--- src/rtl/data_mem_pipe.sv ---
// Data memory for the 16-bit MIPS datapath: one write port, one pipelined
// write-first read port with tag tracking, and a sequential clear engine.
module data_mem_pipe #(
  parameter int DATA_W   = 16,
  parameter int ADDR_W   = 5,
  parameter int TAG_W    = 3,
  parameter int READ_LAT = 1
) (
  input  logic              clk_i,
  input  logic              rst,
  input  logic              clr_i,
  input  logic              wr_en_i,
  input  logic [ADDR_W-1:0] wr_adr_i,
  input  logic [DATA_W-1:0] wr_data_i,
  input  logic              rd_en_i,
  input  logic [ADDR_W-1:0] rd_adr_i,
  input  logic [TAG_W-1:0]  rd_tag_i,
  output logic              ready_o,
  output logic              init_busy_o,
  output logic              rd_valid_o,
  output logic [DATA_W-1:0] rd_data_o,
  output logic [TAG_W-1:0]  rd_tag_o
);

  localparam int DEPTH  = 2**ADDR_W;
  localparam int STAGES = READ_LAT - 1;

  localparam logic [0:0] S_CLEAR = 1'b0;
  localparam logic [0:0] S_RUN   = 1'b1;

  localparam logic [ADDR_W-1:0] CNT_MAX = '1;

  typedef struct packed {
    logic [TAG_W-1:0]  tag;
    logic [DATA_W-1:0] data;
  } rd_rsp_t;

  logic [0:0]        state_q, state_d;
  logic [ADDR_W-1:0] cnt_q, cnt_d;
  logic [DATA_W-1:0] mem_q [DEPTH];

  logic              issue_vld;
  logic              wr_go;
  logic              bypass;
  rd_rsp_t           issue_rsp;

  logic    [STAGES:0] vld_pipe_q;
  rd_rsp_t [STAGES:0] rsp_pipe_q;

  // Status is decoded straight from the state flop so it never glitches.
  assign ready_o     = (state_q == S_RUN);
  assign init_busy_o = (state_q == S_CLEAR);

  assign wr_go     = wr_en_i & ready_o;
  assign issue_vld = rd_en_i & ready_o;
  assign bypass    = wr_en_i & (wr_adr_i == rd_adr_i);

  assign issue_rsp.tag  = rd_tag_i;
  assign issue_rsp.data = bypass ? wr_data_i : mem_q[rd_adr_i];

  always_comb begin
    state_d = state_q;
    cnt_d   = cnt_q;
    case (state_q)
      S_CLEAR: begin
        cnt_d = cnt_q + 1'b1;
        if (clr_i)                cnt_d   = '0;
        else if (cnt_q == CNT_MAX) state_d = S_RUN;
      end
      default: begin
        if (clr_i) begin
          state_d = S_CLEAR;
          cnt_d   = '0;
        end
      end
    endcase
  end

  always_ff @(posedge clk_i or negedge rst) begin
    if (!rst) begin
      state_q <= S_CLEAR;
      cnt_q   <= '0;
    end else begin
      state_q <= state_d;
      cnt_q   <= cnt_d;
    end
  end

  // The array itself is never reset; the sweep is what initialises it.
  always_ff @(posedge clk_i) begin
    if (state_q == S_CLEAR) mem_q[cnt_q]    <= '0;
    else if (wr_go)         mem_q[wr_adr_i] <= wr_data_i;
  end

  always_ff @(posedge clk_i or negedge rst) begin
    if (!rst) begin
      vld_pipe_q <= '0;
      rsp_pipe_q <= '0;
    end else begin
      vld_pipe_q[0] <= issue_vld;
      rsp_pipe_q[0] <= issue_rsp;
      for (int s = 1; s <= STAGES; s++) begin
        vld_pipe_q[s] <= vld_pipe_q[s-1];
        rsp_pipe_q[s] <= rsp_pipe_q[s-1];
      end
    end
  end

  assign rd_valid_o = vld_pipe_q[STAGES];
  assign rd_data_o  = vld_pipe_q[STAGES] ? rsp_pipe_q[STAGES].data : '0;
  assign rd_tag_o   = vld_pipe_q[STAGES] ? rsp_pipe_q[STAGES].tag  : '0;

endmodule

--- config.mk ---
export PLATFORM = sky130hd
export DESIGN_NAME = data_mem_pipe
export DESIGN_NICKNAME = d
export VERILOG_FILES = /design/src/rtl/data_mem_pipe.sv
export SDC_FILE = /design/constraint.sdc
export NUM_CORES = 1
export LEC_CHECK = 0
export ABC_AREA = 1
export CAP_MARGIN = 10
export CORE_UTILIZATION = 69
export CTS_BUF_LIST = sky130_fd_sc_hd__clkbuf_4 sky130_fd_sc_hd__clkbuf_8
export DETAILED_ROUTE_END_ITERATION = 12
export GPL_TIMING_DRIVEN = 0
export PLACE_DENSITY_LB_ADDON = 0.3
export SLEW_MARGIN = 20
export SYNTH_ARGS = -nofsm -noshare
export SYNTH_HDL_FRONTEND = slang
export SYNTH_SLANG_ARGS = --single-unit
--- constraint.sdc ---
create_clock -name clk_i -period 4.1 [get_ports clk_i]
set_input_delay 0.82 -clock clk_i [delete_from_list [all_inputs] [get_ports clk_i]]
set_output_delay 0.82 -clock clk_i [all_outputs]
set_load 0.05 [all_outputs]
## After elaboration in Yosys (flattened, before gate mapping)

Memory sizes are Yosys's and may differ from the RTL's.
Index checks and enable logic that the tools add are counted.

- Bits in registers: 26
- RAM bits: 512
- Input bits: 34
- Output and inout port bits: 22
- Word-level logic and storage cells: 32
- Memories kept: 1

- Add/subtract/negate cells: 1
- Eq/ne operators: 3
- Muxes and demuxes: 17
- Bitwise logic cells: 4
- Reduce and logical (&&, ||, !) cells: 1

Memory list:

| name | depth | bits a word | rd ports | clocked after memory_dff | write ports | line | text |
|---|---|---|---|---|---|---|---|
| mem_q | 32 | 16 | 1 | 0 | 1 | 40 | `logic [DATA_W-1:0] mem_q [DEPTH];` |

Operator list:

| operator | count |
|---|---|
| 2-to-1 mux 16 bit | 3 |
| 2-to-1 mux 5 bit | 4 |
| OR reduction 16 bit | 1 |
| 2-to-1 mux 1 bit | 9 |
| adder 5 x 1 -> 5 bit, second input constant | 1 |
| equality test 5 bit | 1 |
| equality test 5 bit, second input constant | 1 |
| bitwise AND 1 bit | 3 |
| 2-to-1 mux 3 bit | 1 |
| inequality test 2 bit, second input constant | 1 |
| NOT 1 bit | 1 |

## Logic depth before layout (Yosys ltp)

- Depth in word-level cells: 6
- Depth in mapped cells: 11
- Mapped depth without buffers: 9

## Worst setup path before layout

OpenSTA, ideal clock, no wires.

- Path type: input to register
- Start point: input port wr_en_i
- End point: memory mem_q[12][0], enable pin
- Setup time: 388 ps
- Data arrival time: 2,260 ps
- Data required time: 3,712 ps
- Path slack: 1,452 ps
- Stages on the path: 8
- Buffers on the path: 1
- Cell sequence: nand2_2 -> buf_4 -> nand2_1 -> o21ai_1 -> inv_2 -> nor2_1 -> nand2_1 -> nor2_1

- Cells in the longest elaborated chain, start to end: 6
- Elaborated cells between the ends (all ways): 7
- Classes of those cells: mux (5); bitwise (1); reduce/logical (1)

Ends and longest elaborated chain:

| what | line | text |
|---|---|---|
| start: declaration | 12 | `input logic wr_en_i,` |
| bitwise AND 1 bit (*) | 54 | `assign wr_go = wr_en_i & ready_o;` |
| 2-to-1 mux 1 bit (*) | 92 | `else if (wr_go) mem_q[wr_adr_i] <= wr_data_i;` |
| 2-to-1 mux 1 bit (*) | 91 | `if (state_q == S_CLEAR) mem_q[cnt_q] <= '0;` |
| 2-to-1 mux 1 bit (not written as such) (*) | 92 |  |
| OR reduction 16 bit (no line) | n/a |  |
| 2-to-1 mux 5 bit (no line) / 2-to-1 mux 1 bit (equally long branches) | n/a |  |
| end: declaration | 40 |  |

Every way passes the cells marked *; elsewhere a longest branch is shown, timed or not.

## Final worst setup path

- Start point: register vld_pipe_q, in the netlist rd_valid_o
- End point: output port rd_data_o[4]

- Cells in the longest elaborated chain, start to end: 1

Ends and longest elaborated chain:

| what | line | text |
|---|---|---|
| start: declaration | 47 | `logic [STAGES:0] vld_pipe_q;` |
| start signal: indexed assignment | 103 | `vld_pipe_q[s] <= vld_pipe_q[s-1];` |
| 2-to-1 mux 16 bit | 110 | `assign rd_data_o = vld_pipe_q[STAGES] ? rsp_pipe_q[STAGES].data : '0;` |
| end: declaration | 21 | `output logic [DATA_W-1:0] rd_data_o,` |

No other way between the ends.

==> out/qor.yml <==
logic_synthesis:
  syn_nets: 2121
  syn_inst: 2085
  ys_seq_area_share_pct: 70.3
  syn_area_per_cell_um2: 10.9
  synth_edf_count: 512
  ys_top_cells_by_area: "edfxtp_1 (67%), nand2_1 (12%), nand3_1 (8.9%), inv_1 (3.2%), dfrtp_1 (2.9%)"
  netlist_top_cells_count: "nand2_1 (729), edfxtp_1 (512), nand3_1 (404)"
  ys_warn_count: 0
  synth_cell_types: 30
  synth_top_area_share_pct: 67.4
  ys.flop_type: "edfxtp_1"
  synthMostInstantiatedCell: "nand2_1"
  synth-async-reset-ratio_pct: 4.83
  yosys.area.top_type: "edfxtp_1"
  synth_area_um2: 22800
  synth-seq-cells: 538
placement:
  place_congestion: 0.948
  numPortBuffers: 52
  hpwl_um: 44400
  dpl_worst_slack_ns: 0.327
  dp.cells: 2612
timing:
  fin_crit_ns: 3.77
  relSlewSlack_pct: 34.7
  layout_setup_ws_ns: 0.327
  setup_viol: 0
  rsz0062_at_grt: "false"
  fin_crit_sh_pct: 92.0
  fin_skew_ns: 0.0308
  worst_pin_slew_ns: 0.978
  hold_viol_final: 0
  max_freq_mhz: 265
  slew_viol_final: 0
cts:
  post-cts-setup-buffers: 0
  tritoncts: "built"
  clock_latency_ns: 0.66
  path_clk_slew_ns: 0.06
  cts-root-buf: "clkbuf_8"
  cts_max_level: 3
  clk_path_buf_depth: 3
  cts_num_sinks: 538
  cts_resized: 0
  hold_buffers: 0
  numCtsBuffers: 84
layout:
  diodes: 0
  syn_to_final_growth_pct: 15.1
  nFillCells: 1857
  nNetsFinal: 2292
  fin_cells: 2759
  drive_gt1_share_pct: 13.4
setup_path:
  crit_top_cell: "clkbuf_1"
  reg2reg_to: "mem_q[5][5]"
  crit_fanout: 10
  r2r_cells: 4
  reg2reg_from: "ready_o"
  rrSetupSlack_ns: 1.14
  worst-setup-path-type: "flip-flop to primary output"
  cp-endpoint: "rd_data_o[4]"
  worstPathArrival_ns: 2.95
  max_stage_delay_ns: 0.85
  cp-start-kind: "flip-flop"
  worstPathRequired_ns: 3.28
  endpoint_kind: "primary output"
  path_cells: "clkbuf_1, clkbuf_1, nand2_1, inv_1, clkdlybuf4s50_1"
  worstSetupStartpoint: "rd_valid_o"
  cp_slowest_cell: "clkdlybuf4s50_1"
global_route:
  grt_pass1_wl_um: 95200
  grt_pass1_vias: 16603
  grt_overflow: 0
  grt_start_max_net_pins: 33
  track_usage_pct: 39.6
  antenna_found_initial: 2
die:
  io_pins: 56
  die_w_um: 184
  start_util_pct: 70.1
  dieArea_um2: 33800
  die_h_um: 184
  core_area_um2: 32500
  rows: 66
pwr:
  p_leak_nw: 11.1
  cellPowerDensity_nw_per_um2: 420
  ir_worst_vdd_mv: 0.534
  total_power_w: 0.0110
detailed_routing:
  first_pass_iters: 6
  drt_iter0_markers: 2384
  drt-wirelength-per-cell_um: 23.6
  drc: 0
  drt-total-wl_um: 65200
  ant_nets: 0
  route.vias.total: 16877
  via_per_inst: 6.12
job:
  maxCapViolCount: 0
status:
  status: "finished clean"
hold_path:
  hold_class: "input pin to async pin"
-- sequential cells by signal, summed over array words and instances, names as in the netlist --
signal	count
mem_q	512
cnt_q	5
ready_o	1
rd_valid_o	1
rsp_pipe_q	19
-- worst max-delay path: cells and delay by family (launching register included) --
| family | cells | cell delay (ns) |
|---|---|---|
| and+or+nand+nor | 1 | 0.21 |
| DFF | 1 | 0.34 |
| buffers and inverters | 4 | 1.73 |
-- stage by stage --
step	hold slack, ns	cell area, um2	util, %	TNS [ns]
after global routing	0.213	26200	80.7	0
after floorplan	0.516	22800	-	0
after global placement	0.553	23900	73.4	-97.62
after detailed placement	0.553	24700	75.9	0
final	0.191	26200	80.7	0
after CTS	0.183	26200	80.7	0
-- final cells by class --
cell class / instances / area (um2) / area share (%)
timing repair buffer: 85 / 1130 / 4.30
buffer: 114 / 719 / 2.74
sequential: 538 / 16000 / 61.1
inverter: 199 / 751 / 2.86
tap: 442 / 553 / 2.11
multi-input combinational: 1234 / 5510 / 21.0
clock inverter: 34 / 160 / 0.610
clock buffer: 113 / 1400 / 5.33
-- cell families (layout without fill, tap and decap cells) --
family                   Yosys count  after routing  synth area share (%)
adder cells (fa/ha/maj)            2              2                 0.110
AO/OA/AOI/OAI                     32             32                  1.11
buffers and inverters            313            545                  6.44
flip-flops                       538            538                  70.3
AND/OR/NAND/NOR                 1200           1200                  22.1
-- power by group --
group          total (W)  internal [W]  switching, W
sequential       0.00603       0.00601     0.0000217
clock            0.00429       0.00221       0.00208
combinational   0.000690      0.000197      0.000493
total             0.0110       0.00842       0.00259
-- layout by cell type, fill, tap and decap left out, drive strengths merged --
master	n
nand4	1
clkinv	31
clkdlybuf4s50	51
edfxtp	512
nand2	730
buf	129
ha	2
inv	200
nor2	60
nand3	405
dfrtp	26
clkinvlp	2
clkbuf	132
a21oi	4
nor3	3
o22ai	2
o211ai	13
o21ai	13
or2	1
-- per-layer routing --
| layer | part of all wire (%) | global-route usage [%] | wire length (um) |
|---|---|---|---|
| met5 | 0.014 | 0 | 9 |
| met3 | 11 | 9.07 | 7330 |
| met4 | 7.6 | 28.6 | 4960 |
| met1 | 33 | 48.0 | 21800 |
| met2 | 48 | 63.1 | 31100 |
-- worst min-delay path by stage --
| stage | startpoint | to | slack [ns] | cells after the start |
|---|---|---|---|---|
| after floorplan | rst | cnt_q[0] | 0.52 | 0 |
| after global placement | cnt_q[3] | cnt_q[3] | 0.55 | 2 |
| after detailed placement | cnt_q[3] | cnt_q[3] | 0.55 | 2 |
| after CTS | rst | rd_valid_o | 0.18 | 1 |
| after global routing | rst | rsp_pipe_q[17] | 0.21 | 1 |
| final | rst | rd_valid_o | 0.19 | 1 |
(Power assumes the default switching activity.)
